### src/rtl/bus_master_if_if.sv
// rtl/bus_master_if_if.sv - CPU-side and system-bus signal bundle for bus_master_if
interface bus_master_if_if #(
  parameter int AW = 32,
  parameter int DW = 32
);
  logic            cpu_req;
  logic            cpu_we;
  logic [AW-1:0]   cpu_addr;
  logic [DW-1:0]   cpu_wdata;
  logic [DW/8-1:0] cpu_be;
  logic            cpu_busy;
  logic            cpu_ack;
  logic [DW-1:0]   cpu_rdata;
  logic            cpu_err;
  logic            bus_req;
  logic            bus_grnt;
  logic            bus_as;
  logic [AW-1:0]   bus_addr;
  logic            bus_we;
  logic [DW-1:0]   bus_wdata;
  logic [DW/8-1:0] bus_be;
  logic [DW-1:0]   bus_rdata;
  logic            bus_rdy;
  logic            bus_err;

  modport master (
    input  cpu_req, cpu_we, cpu_addr, cpu_wdata, cpu_be,
    output cpu_busy, cpu_ack, cpu_rdata, cpu_err,
    output bus_req, bus_as, bus_addr, bus_we, bus_wdata, bus_be,
    input  bus_grnt, bus_rdata, bus_rdy, bus_err
  );

  modport slave (
    output cpu_req, cpu_we, cpu_addr, cpu_wdata, cpu_be,
    input  cpu_busy, cpu_ack, cpu_rdata, cpu_err,
    input  bus_req, bus_as, bus_addr, bus_we, bus_wdata, bus_be,
    output bus_grnt, bus_rdata, bus_rdy, bus_err
  );
endinterface

### src/rtl/bus_master_if.sv
// rtl/bus_master_if.sv - single-beat bus master: arbitrate, access with retry/timeout, acknowledge CPU
module bus_master_if #(
  parameter int AW      = 32,
  parameter int DW      = 32,
  parameter int TIMEOUT = 256
) (
  input logic              clk,
  input logic              rst_n,
  bus_master_if_if.master  bif
);
  typedef enum logic [1:0] {ST_IDLE, ST_ARB, ST_ACCESS, ST_RESP} state_t;

  localparam logic [15:0] TMO_LAST = 16'(TIMEOUT - 1);

  state_t          r_state, w_state_nxt;
  logic            r_we;
  logic [AW-1:0]   r_addr;
  logic [DW-1:0]   r_wdata;
  logic [DW/8-1:0] r_be;
  logic [15:0]     r_timer, w_timer_nxt;
  logic [DW-1:0]   r_rdata, w_rdata_nxt;
  logic            r_err, w_err_nxt;
  logic            w_latch;
  logic            w_as;

  always_ff @(posedge clk) begin
    if (!rst_n) begin
      r_state <= ST_IDLE;
      r_we    <= 1'b0;
      r_addr  <= '0;
      r_wdata <= '0;
      r_be    <= '0;
      r_timer <= '0;
      r_rdata <= '0;
      r_err   <= 1'b0;
    end else begin
      r_state <= w_state_nxt;
      r_timer <= w_timer_nxt;
      r_rdata <= w_rdata_nxt;
      r_err   <= w_err_nxt;
      if (w_latch) begin
        r_we    <= bif.cpu_we;
        r_addr  <= bif.cpu_addr;
        r_wdata <= bif.cpu_wdata;
        r_be    <= bif.cpu_be;
      end
    end
  end

  // Grant loss outranks any slave response seen in the same cycle.
  always_comb begin
    w_state_nxt = r_state;
    w_timer_nxt = r_timer;
    w_rdata_nxt = r_rdata;
    w_err_nxt   = r_err;
    w_latch     = 1'b0;
    case (r_state)
      ST_IDLE: begin
        if (bif.cpu_req) begin
          w_latch     = 1'b1;
          w_state_nxt = ST_ARB;
        end
      end
      ST_ARB: begin
        w_timer_nxt = '0;
        if (bif.bus_grnt) w_state_nxt = ST_ACCESS;
      end
      ST_ACCESS: begin
        if (!bif.bus_grnt) begin
          w_state_nxt = ST_ARB;
          w_timer_nxt = '0;
        end else if (bif.bus_err) begin
          w_state_nxt = ST_RESP;
          w_err_nxt   = 1'b1;
          w_rdata_nxt = '0;
        end else if (bif.bus_rdy) begin
          w_state_nxt = ST_RESP;
          w_err_nxt   = 1'b0;
          w_rdata_nxt = r_we ? '0 : bif.bus_rdata;
        end else if (r_timer == TMO_LAST) begin
          w_state_nxt = ST_RESP;
          w_err_nxt   = 1'b1;
          w_rdata_nxt = '0;
        end else begin
          w_timer_nxt = r_timer + 16'd1;
        end
      end
      ST_RESP: w_state_nxt = ST_IDLE;
      default: w_state_nxt = ST_IDLE;
    endcase
  end

  assign w_as          = (r_state == ST_ACCESS) && bif.bus_grnt;
  assign bif.bus_as    = w_as;
  assign bif.bus_addr  = w_as ? r_addr  : '0;
  assign bif.bus_we    = w_as ? r_we    : 1'b0;
  assign bif.bus_wdata = w_as ? r_wdata : '0;
  assign bif.bus_be    = w_as ? r_be    : '0;
  assign bif.bus_req   = (r_state == ST_ARB) || (r_state == ST_ACCESS);
  assign bif.cpu_busy  = (r_state != ST_IDLE);
  assign bif.cpu_ack   = (r_state == ST_RESP);
  assign bif.cpu_rdata = r_rdata;
  assign bif.cpu_err   = r_err;
endmodule

### src/flat_wrapper.sv
// flat-port wrapper written by rule: the top's interface ports become plain ports
module bus_master_if_flat 
#(
  parameter int AW      = 32,
  parameter int DW      = 32,
  parameter int TIMEOUT = 256
)
  (clk, rst_n, bif_cpu_req, bif_cpu_we, bif_cpu_addr, bif_cpu_wdata, bif_cpu_be, bif_cpu_busy, bif_cpu_ack, bif_cpu_rdata, bif_cpu_err, bif_bus_req, bif_bus_as, bif_bus_addr, bif_bus_we, bif_bus_wdata, bif_bus_be, bif_bus_grnt, bif_bus_rdata, bif_bus_rdy, bif_bus_err);
  bus_master_if_if #(.AW(AW), .DW(DW)) bif_i ();
  input logic clk;
  input logic rst_n;
  input wire logic [$bits(bif_i.cpu_req)-1:0] bif_cpu_req;
  input wire logic [$bits(bif_i.cpu_we)-1:0] bif_cpu_we;
  input wire logic [$bits(bif_i.cpu_addr)-1:0] bif_cpu_addr;
  input wire logic [$bits(bif_i.cpu_wdata)-1:0] bif_cpu_wdata;
  input wire logic [$bits(bif_i.cpu_be)-1:0] bif_cpu_be;
  output wire logic [$bits(bif_i.cpu_busy)-1:0] bif_cpu_busy;
  output wire logic [$bits(bif_i.cpu_ack)-1:0] bif_cpu_ack;
  output wire logic [$bits(bif_i.cpu_rdata)-1:0] bif_cpu_rdata;
  output wire logic [$bits(bif_i.cpu_err)-1:0] bif_cpu_err;
  output wire logic [$bits(bif_i.bus_req)-1:0] bif_bus_req;
  output wire logic [$bits(bif_i.bus_as)-1:0] bif_bus_as;
  output wire logic [$bits(bif_i.bus_addr)-1:0] bif_bus_addr;
  output wire logic [$bits(bif_i.bus_we)-1:0] bif_bus_we;
  output wire logic [$bits(bif_i.bus_wdata)-1:0] bif_bus_wdata;
  output wire logic [$bits(bif_i.bus_be)-1:0] bif_bus_be;
  input wire logic [$bits(bif_i.bus_grnt)-1:0] bif_bus_grnt;
  input wire logic [$bits(bif_i.bus_rdata)-1:0] bif_bus_rdata;
  input wire logic [$bits(bif_i.bus_rdy)-1:0] bif_bus_rdy;
  input wire logic [$bits(bif_i.bus_err)-1:0] bif_bus_err;
  assign bif_i.cpu_req = bif_cpu_req;
  assign bif_i.cpu_we = bif_cpu_we;
  assign bif_i.cpu_addr = bif_cpu_addr;
  assign bif_i.cpu_wdata = bif_cpu_wdata;
  assign bif_i.cpu_be = bif_cpu_be;
  assign bif_cpu_busy = bif_i.cpu_busy;
  assign bif_cpu_ack = bif_i.cpu_ack;
  assign bif_cpu_rdata = bif_i.cpu_rdata;
  assign bif_cpu_err = bif_i.cpu_err;
  assign bif_bus_req = bif_i.bus_req;
  assign bif_bus_as = bif_i.bus_as;
  assign bif_bus_addr = bif_i.bus_addr;
  assign bif_bus_we = bif_i.bus_we;
  assign bif_bus_wdata = bif_i.bus_wdata;
  assign bif_bus_be = bif_i.bus_be;
  assign bif_i.bus_grnt = bif_bus_grnt;
  assign bif_i.bus_rdata = bif_bus_rdata;
  assign bif_i.bus_rdy = bif_bus_rdy;
  assign bif_i.bus_err = bif_bus_err;
  bus_master_if #(.AW(AW), .DW(DW), .TIMEOUT(TIMEOUT)) u_core (.clk(clk), .rst_n(rst_n), .bif(bif_i));
endmodule
### config.mk
export PLATFORM = sky130hd
export DESIGN_NAME = bus_master_if_flat
export DESIGN_NICKNAME = d
export VERILOG_FILES = /design/src/rtl/bus_master_if_if.sv /design/src/rtl/bus_master_if.sv /design/src/flat_wrapper.sv
export SDC_FILE = /design/constraint.sdc
export NUM_CORES = 1
export LEC_CHECK = 0
export CAP_MARGIN = 30
export CORE_MARGIN = 4
export CORE_UTILIZATION = 30
export DETAILED_ROUTE_END_ITERATION = 8
export GPL_TIMING_DRIVEN = 1
export HOLD_SLACK_MARGIN = 0.12
export SYNTH_ARGS = -nofsm -noshare
export SYNTH_HDL_FRONTEND = slang
export SYNTH_SLANG_ARGS = --single-unit
export TNS_END_PERCENT = 20
### constraint.sdc
create_clock -name clk -period 3.9 [get_ports clk]
set_clock_uncertainty 0.1 [all_clocks]
set_input_delay 0.39 -clock clk [delete_from_list [all_inputs] [get_ports clk]]
set_output_delay 0.39 -clock clk [all_outputs]
set_load 0.01 [all_outputs]
; ---- Yosys cells after proc, flatten, opt, wreduce, memory -nomap -nowiden
; Index checks and enable logic that the tools add are counted.
[classes]
n_mux = 25
n_addsub = 1
n_eq_ne = 10
n_reduce_logical = 9
[ops]
columns = operator, n
row1 = $mux 32, 6
row2 = $mux 16, 4
row3 = $pmux 16 s2, 1
row4 = $add 16x1->16 const B, 1
row5 = $eq 16x8->1 const B, 1
row6 = $mux 2, 6
row7 = $ne 3x3->1 const B, 3
row8 = $pmux 2 s4, 1
row9 = $mux 1, 6
row10 = $reduce_and 3->1, 2
row11 = $ne 5x4->1 const B, 1
row12 = $eq 2x2->1 const B, 2
row13 = $mux 4, 1
row14 = $ne 2x2->1 const B, 2
row15 = $reduce_and 4->1, 1
row16 = $reduce_bool 2->1, 2
row17 = $reduce_bool 3->1, 1
row18 = $eq 2x1->1 const B, 1
row19 = $logic_not 2->1, 1
row20 = $logic_and 1x1->1, 1
row21 = $logic_or 1x1->1, 1
[totals]
output_inout_bits = 106
regBits = 120

; ---- Depth between registers and ports, before layout
; Gate-level depths: netlist of the first run.
[depth]
word_depth = 6
depth_mapped = 9
depth_no_buf = 7

; ---- Worst setup path before layout of the first run
; OpenSTA, ideal clock, no wires.
[synth_path]
path_type = register -> register
startpoint = reg u_core.r_state[1]
endpoint = reg u_core.r_timer[6]
t_required_ns = 3.685
setup_slack_ns = 1.816
n_path_buf = 0
t_arrival_ns = 1.870
stages_incl_launch_ff = 7
cell_sequence = dfxtp_1 inv_1 ha_1 nor3b_1 nand3_1 o211a_1 o21a_1
[synth_between]
elab_chain_cells = 3
word_cells_on_any_way = 8
[synth_lines]
columns = element, line
row1 = "start, declared", bus_master_if.sv:15  ; state_t r_state, w_state_nxt;
row2 = "start signal, assigned", bus_master_if.sv:37  ; r_state <= w_state_nxt;
row3 = $eq 2x2->1 / $eq 2x1->1 (equally long branches), bus_master_if.sv:57  ; case (r_state)
row4 = $ne 3x3->1 (no source line) / $reduce_bool 2->1 (equally long branches), -
row5 = $reduce_and 4->1 (no source line), -
row6 = "end signal, assigned", bus_master_if.sv:38  ; r_timer <= w_timer_nxt;
row7 = "end, declared", bus_master_if.sv:20  ; logic [15:0] r_timer, w_timer_nxt;
; Parallel ways exist; a longest one is shown, timed or not.
; A chain may end at the register's enable or synchronous reset.

; ---- Final worst setup path of the first run
[layout_path]
startpoint = reg u_core.r_state[0]
endpoint = out bif_bus_addr[19]
[layout_between]
elab_chain_cells = 3
[layout_lines]
columns = element, line
row1 = $eq 2x2->1, bus_master_if.sv:93  ; assign w_as = (r_state == ST_ACCESS) && bif.bus_grnt;
row2 = $logic_and 1x1->1, bus_master_if.sv:93
row3 = $mux 32, bus_master_if.sv:95  ; assign bif.bus_addr = w_as ? r_addr : '0;
row4 = "end, declared", flat_wrapper.sv:23  ; output wire logic [$bits(bif_i.bus_addr)-1:0] bif_bus_addr;
; Every way passes these cells.

==> run_results.csv, run 1 <==
group,metric,value,unit
sta,hold_viol_final,0,
floorplan,die_w,142,µm
critical_path,ff2ff_path_depth,7,
routing,drtIter0Drc,304,
floorplan,ioPinCount,213,
critical_path,critical_path_required,3.41,ns
cells_and_area,fillers,1765,
power_and_ir_drop,power_leakage,3.43,nW
clock_network,h-tree-depth,4,
sta,rsz0062_at_grt,"false",
routing,viasPerCell,4.85,
power_and_ir_drop,p_per_area,463,mW/mm²
synth,synthArstFlopShare,0,%
synth,synth_seq_area_share,44.4,%
synth,synth_cell_types,47,
routing,dr.pass1.iters,4,
job,maxCapViolations,0,
critical_path,endpoint_kind,"primary output",
cells_and_area,layout-drive-gt1-share,6.34,%
sta,worstMarginPinSlew,0.744,ns
synth,yosysWarnings,0,
clock_network,tritoncts.num_buffers,17,
synth,synthCells,684,
placed_design,place_congestion,0.846,
cells_and_area,area_growth,51.9,%
floorplan,fp.coreArea,0.0175,mm²
cells_and_area,final_common_cell,"nand2_1",
synth,synth-edff-count,0,
clock_network,clock_path_buffers,2,
status,status,"finished clean",
clock_network,postCtsSetupBuffers,0,
synth,synth_nets,797,
synth,avgSynthCellArea,7.91,µm²
grt,grt_pass1_vias,5319,
power_and_ir_drop,vdd_ir_drop_max,0.310,mV
clock_network,cts_hold_buf,0,
critical_path,cp_data_arrival_time,2.46,ns
grt,grt_max_degree,73,
sta,period_share,75.5,%
grt,grt_pass1_wl,27.3,mm
floorplan,dieArea,0.0203,mm²
critical_path,worstPathMaxFanout,72,
routing,drtAntennaViolNets,0,
grt,overflow,0,
routing,vias,5372,
sta,drv_slew,0,
floorplan,row_count,48,
clock_network,cts.root.buffer_cell,"clkbuf_16",
placed_design,portBuffers,212,
synth,ys_ff_latch,120,
routing,routed_wl,17.1,mm
clock_network,postCtsResizedCells,0,
cells_and_area,num_antenna_cells,0,
routing,post_drt_wl_per_cell,15.5,µm
grt,track_usage,16.6,%
cells_and_area,layout.nets,983,
sta,tns,0,ns
hold_path,hold_path_class,"input pin to flip-flop",
sta,fin_crit,2.95,ns
clock_network,cts_tree,"yes",
synth,synthFlopType,"dfxtp_1",
cells_and_area,mostFrequentLayoutCells,"nand2_1 (215), clkdlybuf4s50_1 (210), dfxtp_1 (120)",
clock_network,path_clk_slew,0.06,ns
clock_network,clk-insertion-delay-late,0.40,ns
floorplan,die_h,142,µm
routing,drcViolationCount,0,
synth,netlist_area,0.00541,mm²
clock_network,cts.sinks,120,
hold_path,holdPathStages,3,
critical_path,cp-start-kind,"flip-flop",
grt,antenna_found_initial,0,
floorplan,initial_core_util,31.0,%
sta,setup_violations,0,
placed_design,dp_hpwl,11.5,mm
sta,fmax,339,MHz
sta,slew-limit-headroom,50.4,%
sta,whs,0.338,ns
critical_path,path_class,"flip-flop to primary output",
[cells in the mapped netlist, drive strengths merged (3+ instances only)]
cell type	number	share of area, %
ha	6	1.4
nand3b	5	0.69
or4	5	0.76
nor3	6	0.55
a21oi	74	6.8
buf	5	0.76
a31oi	3	0.35
or3	3	0.35
a41o	3	0.55
nand4	6	0.69
nor4	3	0.35
clkbuf	49	3.4
and3	72	8.3
o2111ai	4	0.65
nand2b	4	0.46
nor2	10	0.69
inv	7	0.49
nand3	14	1.3
mux2i	34	6.3
nand2	217	15
dfxtp	120	44
o211a	3	0.55
[kinds of logic (layout without fill, tap and decap cells)]
logic type / count (synthesis) / count (layout) / synth area share (%)
mux: 34 / 34 / 6.29
flops: 120 / 120 / 44.4
simple gates: 355 / 355 / 30.8
compound gates: 108 / 108 / 12.5
buf+inv: 61 / 260 / 4.65
fa+ha+maj: 6 / 6 / 1.39
[per-stage QoR]
stage          util [%]  cells  area, µm²  setup WS (ns)  power, mW
5_1_grt            47.1   1108       8220          0.788       4.04
6_report           47.1   1108       8220          0.954       3.80
3_3_place_gp       43.8   1076       7660           1.30       2.36
2_1_floorplan         -    684       5410           1.82       2.00
4_1_cts            47.1   1108       8220          0.928       3.87
3_5_place_dp       43.8   1076       7660           1.30       2.36
[worst max-delay path, stage by stage, from the launching register on]
cell and delay [ns]:
dfxtp_1 0.33, inv_1 0.15, ha_2 0.20, buf_4 0.49
and3_1 0.31, clkdlybuf4s50_1 0.55
[registers in the layout, indices dropped and copies added, names as in the netlist]
| signal | count |
|---|---|
| u_core.r_wdata | 32 |
| u_core.r_we | 1 |
| u_core.r_state | 2 |
| u_core.bif.cpu_rdata | 32 |
| u_core.r_addr | 32 |
| u_core.bif.cpu_err | 1 |
| u_core.r_be | 4 |
| u_core.r_timer | 16 |
[cell type report]
class                   instances  area (µm²)  area share, %
clock inverters                14         125           1.52
flip-flops and latches        120        2400           29.2
well taps                     225         282           3.42
clock buffers                  18         439           5.34
multi-input cells             503        2770           33.7
inverters                       7        26.3          0.319
repair buffers                221        2180           26.5
[where the power goes]
part	total [mW]	switching [mW]	internal [mW]
Clock	1.48	0.585	0.895
Sequential	1.42	0.0610	1.36
Combinational	0.903	0.532	0.371
[path summary, 6_finish.rpt]
| path | from | end | slack [ns] |
|---|---|---|---|
| min reg2reg | u_core.r_addr[19] | u_core.r_addr[19] | 0.35 |
| max | u_core.r_state[0] | bif_bus_addr[19] | 0.95 |
| min | rst_n | u_core.r_addr[24] | 0.34 |
| max reg2reg | u_core.r_state[0] | u_core.r_timer[15] | 1.33 |
[layer usage]
layer	track usage [%]	share of wire [%]	vias up
met5	0	0	-
met4	6.55	2.1	0
met3	7.80	11	22
met2	25.3	43	202
met1	20.5	43	2425
li1	-	-	2723
Power figures use the tool's default switching activity.
==> inputs of run 2 (changes only) <==
- clock period: 3.9 -> 2.75 ns (I/O delays scaled with it)
==> run 2 against run 1 <==
Flip-flop and latch count did not move. Largest power group unchanged. Non-clock buffer count rose by 8. Worst hold slack got worse by 0.080 ns. Clock power rose by 52%. Setup slack got worse by 0.79 ns.
==> run_results.csv, run 2 (synthesis results as in run 1) <==
group,metric,value,unit
critical_path,endpoint_kind,"primary output",
critical_path,cp_data_arrival_time,2.21,ns
critical_path,worstPathMaxFanout,53,
clock_network,cts.root.buffer_cell,"clkbuf_16",
power_and_ir_drop,p_per_area,672,mW/mm²
grt,antenna_found_initial,0,
cells_and_area,layout.nets,991,
clock_network,h-tree-depth,4,
cells_and_area,layout-drive-gt1-share,6.85,%
sta,fin_crit,2.58,ns
grt,grt_pass1_wl,26.5,mm
floorplan,ioPinCount,213,
critical_path,startpoint,"u_core.r_state[0]",
floorplan,fp.coreArea,0.0175,mm²
clock_network,postCtsResizedCells,0,
placed_design,dp_hpwl,12.0,mm
grt,track_usage,16.3,%
clock_network,path_clk_slew,0.05,ns
floorplan,dieArea,0.0203,mm²
clock_network,cts.sinks,120,
placed_design,place_congestion,0.845,
placed_design,dp_cells,1084,
placed_design,portBuffers,212,
clock_network,clock_path_buffers,2,
power_and_ir_drop,power_leakage,3.51,nW
routing,vias,5322,
sta,slew-limit-headroom,63.4,%
routing,drcViolationCount,0,
hold_path,hold_path_class,"input pin to flip-flop",
cells_and_area,area_growth,55.0,%
floorplan,die_w,142,µm
hold_path,min-delay-start,"rst_n",
clock_network,clk-insertion-delay-late,0.41,ns
status,status,"finished clean",
sta,whs,0.259,ns
sta,worstMarginPinSlew,0.549,ns
clock_network,postCtsSetupBuffers,0,
sta,drv_slew,0,
sta,setup_violations,0,
grt,grt_pass1_vias,5115,
routing,post_drt_wl_per_cell,15.1,µm
cells_and_area,final_cell_area,0.00839,mm²
critical_path,critical_path_required,2.38,ns
grt,grt_util_met3,7.46,%
critical_path,cp-start-kind,"flip-flop",
power_and_ir_drop,vdd_ir_drop_max,0.434,mV
grt,met2_usage,24.7,%
grt,grtUsageMet1,20.3,%
critical_path,cp_cell_sequence,"inv_1 -> ha_4 -> buf_12 -> and3_1 -> clkdlybuf4s50_1",
sta,fmax,387,MHz
sta,tns,0,ns
floorplan,row_count,48,
critical_path,critPathMaxStageDelay,0.54,ns
cells_and_area,num_antenna_cells,0,
routing,dr.pass1.iters,4,
job,maxCapViolations,0,
grt,busiest_layer,"met2",
sta,rsz0062_at_grt,"false",
grt,grt_max_degree,70,
sta,hold_viol_final,0,
critical_path,path_class,"flip-flop to primary output",
clock_network,cts_hold_buf,0,
critical_path,r2r_start,"u_core.r_timer[0]",
cells_and_area,final_common_cell,"nand2_1",
sta,period_share,94.0,%
floorplan,die_h,142,µm
routing,drtAntennaViolNets,0,
cells_and_area,mostFrequentLayoutCells,"nand2_1 (215), clkdlybuf4s50_1 (210), dfxtp_1 (120)",
routing,drtIter0Drc,197,
routing,viasPerCell,4.77,
floorplan,initial_core_util,31.0,%
grt,overflow,0,
critical_path,slowest_stage,"clkdlybuf4s50_1",
clock_network,tritoncts.num_buffers,17,
routing,routed_wl,16.9,mm
placed_design,place_area,0.00778,mm²
cells_and_area,layout.cells.non_filler,1116,
clock_network,cts_tree,"yes",
## run 2: per-stage QoR
step	util [%]	total power, mW	setup slack (ns)
detailed placement	44.5	3.43	0.321
CTS	48.0	5.71	0.0137
global placement	44.5	3.42	0.277
finish	48.0	5.64	0.165
global route	48.0	5.95	0.0345
floorplan	-	2.84	0.666
## run 2: path summary, 6_finish.rpt
kind,to,slack (ns),cells past startpoint
setup / recovery,bif_bus_addr[20],0.17,5
hold / removal,u_core.r_timer[6],0.26,3
setup reg to reg,u_core.bif.cpu_rdata[3],0.52,6
hold reg to reg,u_core.r_addr[23],0.35,2
## run 2: area by class of cell
cell class | instances | area (µm²)
fillers | 1736 | 9090
multi-input cells | 503 | 2780
flip-flops and latches | 120 | 2400
repair buffers | 229 | 2300
clock buffers | 21 | 450
well taps | 225 | 282
clock inverters | 11 | 148
inverters | 7 | 26.3
## run 2: metal layers
| layer | up-vias | wire length (µm) |
|---|---|---|
| met1 | 2380 | 7510 |
| met4 | 0 | 335 |
| met3 | 26 | 1840 |
| met5 | - | 0 |
| met2 | 184 | 7170 |
| li1 | 2732 | - |
## run 2: report_power, final
part           internal, mW  total, mW  switching [mW]  leakage (nW)
combinational         0.596       1.36           0.764          2.26
clock                  1.45       2.25           0.801         0.280
sequential             1.93       2.03           0.101         0.977
## run 2: critical path: cells and delay by family (launching register included)
kind	cells	cell delay, ns
simple gates	1	0.21
buf+inv	3	0.96
fa+ha+maj	1	0.30
flops	1	0.32
==> inputs of run 3 (changes only) <==
- CORE_UTILIZATION: 30 -> 44
- PLACE_DENSITY: unset -> 0.81
==> run 3 against run 2 <==
Register-to-register slack lost 0.26 ns. Global-route usage grew 7.0 points. First-iteration DRC count grew to 2.6 times the previous value. Sequential share of layout area grew 0.56 points. Flip-flop and latch count is the same. Fmax shrank 0.40%. Combinational power is essentially flat. Power shrank 3.1%. Sequential power is essentially flat. Die area shrank 30%. Cell count shrank 7.4%.
==> run_results.csv, run 3 (synthesis results as in run 1) <==
group,metric,value,unit
status,status,"finished clean",
power_and_ir_drop,p_sw,1.68,mW
job,maxCapViolations,0,
sta,drv_slew,0,
sta,hold_viol_final,0,
sta,tns,0,ns
routing,routed_wl,16.8,mm
sta,rsz0062_at_grt,"false",
floorplan,dieArea,0.0141,mm²
grt,overflow,0,
sta,final.setup.worst_slack,0.155,ns
cells_and_area,area_growth,52.1,%
power_and_ir_drop,pwr-share-comb,24.5,%
clock_network,clock_path_buffers,2,
power_and_ir_drop,p_per_area,664,mW/mm²
critical_path,critical_path_required,2.38,ns
power_and_ir_drop,power_leakage,3.48,nW
routing,vias,5617,
routing,viasPerCell,5.44,
grt,grt_max_degree,70,
critical_path,startpoint,"u_core.r_state[0]",
placed_design,pre_cts_slack,0.304,ns
critical_path,worstPathMaxFanout,37,
grt,track_usage,23.2,%
power_and_ir_drop,swShare,30.7,%
sta,worstMarginPinSlew,0.762,ns
grt,grt_pass1_vias,5522,
critical_path,r2r_start,"u_core.r_state[1]",
clock_network,cts.root.buffer_cell,"clkbuf_16",
clock_network,cts_tree,"yes",
floorplan,fp.coreArea,0.0120,mm²
hold_path,hold_path_class,"input pin to flip-flop",
sta,fin_crit,2.59,ns
clock_network,tritoncts.num_buffers,17,
critical_path,endpoint_kind,"primary output",
routing,drtIter0Drc,505,
routing,dr.pass1.iters,5,
cells_and_area,layout.nets,985,
floorplan,die_w,119,µm
sta,period_share,94.4,%
hold_path,min-delay-start,"bif_cpu_wdata[30]",
critical_path,path_class,"flip-flop to primary output",
cells_and_area,fillers,974,
cells_and_area,final_common_cell,"nand2_1",
routing,drtAntennaViolNets,0,
placed_design,portBuffers,212,
clock_network,cts_hold_buf,0,
clock_network,path_clk_slew,0.06,ns
power_and_ir_drop,p_clk_share,38.5,%
power_and_ir_drop,vdd_ir_drop_max,0.355,mV
floorplan,initial_core_util,45.1,%
floorplan,ioPinCount,213,
floorplan,die_h,119,µm
grt,antenna_found_initial,1,
grt,grt_pass1_wl,27.1,mm
sta,fmax,385,MHz
clock_network,h-tree-depth,4,
placed_design,dp_hpwl,11.6,mm
critical_path,cp-start-kind,"flip-flop",
cells_and_area,layout-drive-gt1-share,6.44,%
critical_path,cp_data_arrival_time,2.22,ns
routing,post_drt_wl_per_cell,16.3,µm
power_and_ir_drop,p_seq_share,37.0,%
sta,slew-limit-headroom,49.1,%
placed_design,place_congestion,0.925,
clock_network,cts.sinks,120,
routing,drcViolationCount,0,
sta,setup_violations,0,
power_and_ir_drop,internal-power,3.79,mW
floorplan,row_count,40,
clock_network,clk-insertion-delay-late,0.40,ns
cells_and_area,mostFrequentLayoutCells,"nand2_1 (215), clkdlybuf4s50_1 (210), dfxtp_1 (120)",
## run 3: worst paths after layout
| check | endpoint | depth (start not counted) | slack [ns] |
|---|---|---|---|
| setup / recovery | bif_bus_wdata[27] | 5 | 0.16 |
| hold / removal | u_core.r_wdata[30] | 3 | 0.31 |
| setup reg to reg | u_core.r_timer[15] | 6 | 0.26 |
| hold reg to reg | u_core.r_be[1] | 2 | 0.35 |
## run 3: per-layer routing
layer	vias up	share of wire [%]	global-route usage, %
li1	2726	-	-
met1	2581	38	26.6
met2	269	51	40.2
met3	41	8.6	7.17
met4	0	2.8	9.56
met5	-	0	0
## run 3: layout make-up
cell class              count  area [µm²]  share of cell area (%)
flip-flops and latches    120        2400                    29.2
clock inverters            13         123                    1.49
diodes                      1        2.50                  0.0304
inverters                   7        26.3                   0.319
multi-input cells         503        2780                    33.8
clock buffers              19         443                    5.38
well taps                 147         184                    2.23
repair buffers            223        2270                    27.6
## run 3: worst max-delay path, stage by stage (launching register included)
cell and delay [ns]:
dfxtp_1 0.33, inv_1 0.19, ha_4 0.31, buf_12 0.21, and3_1 0.17, clkdlybuf4s50_1 0.59
## run 3: power groups by stage
stage	clock [mW]	combinational [mW]	sequential, mW
detailed placement	0	1.33	2.06
floorplan	0	0.802	2.03
global route	2.22	1.48	2.04
CTS	2.13	1.34	2.02
global placement	0	1.29	2.04
finish	2.11	1.34	2.02
## run 3: what timing repair did
action	in CTS	in global routing
endpoints found under the setup margin	1	0
gates resized for setup	1	0
hold endpoints to repair	0	0
buffers inserted	0	0
## run 3: metrics by stage
step / cell area, µm² / power, mW / util, % / hold WS (ns) / cells
after floorplan: 5410 / 2.84 / - / 0.311 / 684
after global placement: 7650 / 3.34 / 63.7 / 0.337 / 1000
after detailed placement: 7650 / 3.39 / 63.7 / 0.342 / 1000
after CTS: 8230 / 5.50 / 68.5 / 0.304 / 1032
after global routing: 8230 / 5.74 / 68.5 / 0.322 / 1033
final: 8230 / 5.47 / 68.5 / 0.314 / 1033
==> variant (settings of run 2) <==
`AW` is set to 32 in 3 places; all go to 16.
--- a/src/rtl/bus_master_if_if.sv
+++ b/src/rtl/bus_master_if_if.sv
@@ -1,6 +1,6 @@
 // rtl/bus_master_if_if.sv - CPU-side and system-bus signal bundle for bus_master_if
 interface bus_master_if_if #(
-  parameter int AW = 32,
+  parameter int AW = 16,
   parameter int DW = 32
 );
   logic            cpu_req;
--- a/src/rtl/bus_master_if.sv
+++ b/src/rtl/bus_master_if.sv
@@ -1,6 +1,6 @@
 // rtl/bus_master_if.sv - single-beat bus master: arbitrate, access with retry/timeout, acknowledge CPU
 module bus_master_if #(
-  parameter int AW      = 32,
+  parameter int AW      = 16,
   parameter int DW      = 32,
   parameter int TIMEOUT = 256
 ) (
--- a/src/flat_wrapper.sv
+++ b/src/flat_wrapper.sv
@@ -1,7 +1,7 @@
 // flat-port wrapper written by rule: the top's interface ports become plain ports
 module bus_master_if_flat 
 #(
-  parameter int AW      = 32,
+  parameter int AW      = 16,
   parameter int DW      = 32,
   parameter int TIMEOUT = 256
 )
Ports: changed (resized bif_bus_addr and bif_cpu_addr); port bits go from 213 to 181. The function was not compared with the original's and may differ.
==> variant against run 2 <==
- sequential share of layout area increased by 2.2 points
- clock power decreased by 44%
- area after synthesis decreased by 17%
- sequential power decreased by 14%
- first-iteration DRC count increased by 87%
- core utilization decreased by 1.9 points
- worst setup slack improved by 43 ps
- synthesized cell count decreased by 15%
- sequential cell count decreased by 16
- power decreased by 27%
- wire length decreased by 19%
- largest power group is now registers
- final area decreased by 19%
==> variant: results (changes against run 2) <==
The flow ran to the end, and the final reports show no timing, DRC or antenna violations. The global placer's final weighted congestion was 0.883 (+4.5%). The clock latency on the worst-skew pair is 340 ps (-70 ps). The register clock-pin slew on the reported worst setup and hold paths is 70 ps (+20 ps). The proportion of synthesized chip area in sequential cells is 0.462 (+0.0181). The number of diodes added for antenna fixing is 0 (unchanged). The register area came to 0.00208 mm2 (-13%).

The share of the synthesized area in compound gates (AO/OA/AOI/OAI) came to 0.159 (+0.0338). The startpoint identified for the worst register-to-register timing path is u_core.r_state[1]. The number of fillers in the final layout came to 1398 (-19%). The arrival time reported for the critical path endpoint came out at 2170 ps (-40 ps). The power consumed by the clock network came out at 1.27 mW (-44%). The pre-CTS setup slack came out at 329 ps (+7.50 ps). The ratio of routed vias to standard cells came out at 4.95 (+3.8%).

The largest net degree at the start of global routing is 66 (-5.7%). The total global routing track utilization is 0.158 (-0.00491). The combinational share of power came out at 0.270 (+0.029). The number of buffer cells added on primary ports is 180 (-15%). The fraction of final layout cells with drive strength greater than 1 was 0.0565 (-0.0119). The detailed router's first-iteration violation count came out at 368 (+87%). Following the worst setup path forward leads to its endpoint at bif_bus_we.

The via count of the first global-routing pass came out at 4410 (-14%). The synthesized netlist net count came out at 678 (-15%). The standard cell area after detailed placement came out at 0.00647 mm2 (-17%). The tree is rooted in a sky130_fd_sc_hd__clkbuf_16.

The min-delay analysis places its worst path in the category reg2reg. On the critical path, the stage with the largest delay is an instance of sky130_fd_sc_hd__clkdlybuf4s50_1. The maximum VDD drop is 0.377 mV (-13%). The adder-cell area share of the yosys netlist came out at 0.0167 (+0.00279). The largest driver fanout on the critical path came to 46 (-13%). The number of buffers created by CTS is 9 (-8).

The wire length per cell after detailed routing is 14.8 um (-2.3%). The number of instances in the synthesized netlist came to 581 (-15%). The power in combinational cells came out at 1.11 mW (-18%). The logic depth of the worst register-to-register path came out at 7 (+1).

After synthesis, the most frequently instantiated cells are sky130_fd_sc_hd__nand2_1 (152), sky130_fd_sc_hd__dfxtp_1 (104), sky130_fd_sc_hd__a21oi_1 (66), sky130_fd_sc_hd__and3_1 (53), sky130_fd_sc_hd__nand3_1 (40). The post-synthesis cell type count is 43 (-8.5%). The mux share of post-synthesis cell area came out at 0.00694 (-0.0559). The achievable clock frequency came out at 393 MHz (+1.7%). The level count of the clock H-tree came out at 3 (-1). The number of cells in the finished layout apart from fillers was 927 (-17%). The switching share of power came out at 0.313 (+0.0174). Yosys attributes the largest share of cell area to sky130_fd_sc_hd__dfxtp_1 (46%), sky130_fd_sc_hd__nand2_1 (13%), sky130_fd_sc_hd__and3_1 (7.4%). The post-DP HPWL was 9850 um (-18%). The count of yosys warnings during synthesis is 0 (unchanged).

The final-stage net count is 836 (-16%). The static leakage is 2.57 nW (-27%). The register-to-register setup slack is 320 ps (-200 ps). The cell total after placement is 912 (-16%). The endpoint identified for the worst register-to-register timing path is u_core.r_timer[6]. The global-route wire length before repair is 21800 um (-18%). The slew at the pin closest to its max-slew limit came out at 791 ps (+243 ps).

The number of post-CTS setup repair buffers is 0 (unchanged).
==> variant: cells by family (layout without fill, tap and decap cells) <==
family,Yosys count,in the layout
AOI/OAI and AO/OA,128,128
adders and majority gates,6,6
buffers and inverters,58,220
DFF,104,104
muxes,3,3
and+or+nand+nor,282,282
==> variant: layer usage <==
layer  vias to the layer above  global-route usage  part of all wire
met2                       191               0.243              0.42
met5                         -                   0                 0
met4                         0              0.0496             0.019
met1                      2070               0.208              0.46
met3                        17              0.0565              0.10
li1                       2310                   -                 -
==> variant: worst min-delay path, stage by stage (launching register included) <==
cell and delay, ps:
sky130_fd_sc_hd__dfxtp_1 310, sky130_fd_sc_hd__nand2_1 50, sky130_fd_sc_hd__a21oi_1 50
==> variant: final cells by class <==
| type | instances | share of cell area |
|---|---|---|
| multi-input combinational | 419 | 0.322 |
| sequential | 104 | 0.308 |
| timing repair buffer | 194 | 0.288 |
| tap | 184 | 0.0341 |
| clock buffer | 10 | 0.0339 |
| clock inverter | 5 | 0.00852 |
| inverter | 11 | 0.00611 |
==> variant: how the worst min path moves through the flow <==
stage                                 start                  endpoint  slack [ps]  depth (start not counted)
floorplan                       bif_bus_rdy        u_core.bif.cpu_err         290                          1
global placement    u_core.bif.cpu_rdata[2]   u_core.bif.cpu_rdata[2]         340                          2
detailed placement       u_core.r_wdata[28]        u_core.r_wdata[28]         340                          2
CTS                      u_core.r_wdata[28]        u_core.r_wdata[28]         350                          2
global route              bif_bus_rdata[18]  u_core.bif.cpu_rdata[18]         370                          3
finish                    u_core.r_addr[12]         u_core.r_addr[12]         350                          2
==> variant: what timing repair did <==
action | in CTS | in global routing
setup endpoints to repair | 0 | 10
gates resized for setup | 0 | 1
endpoints found under the hold margin | 0 | 0
hold buffers | 0 | 0
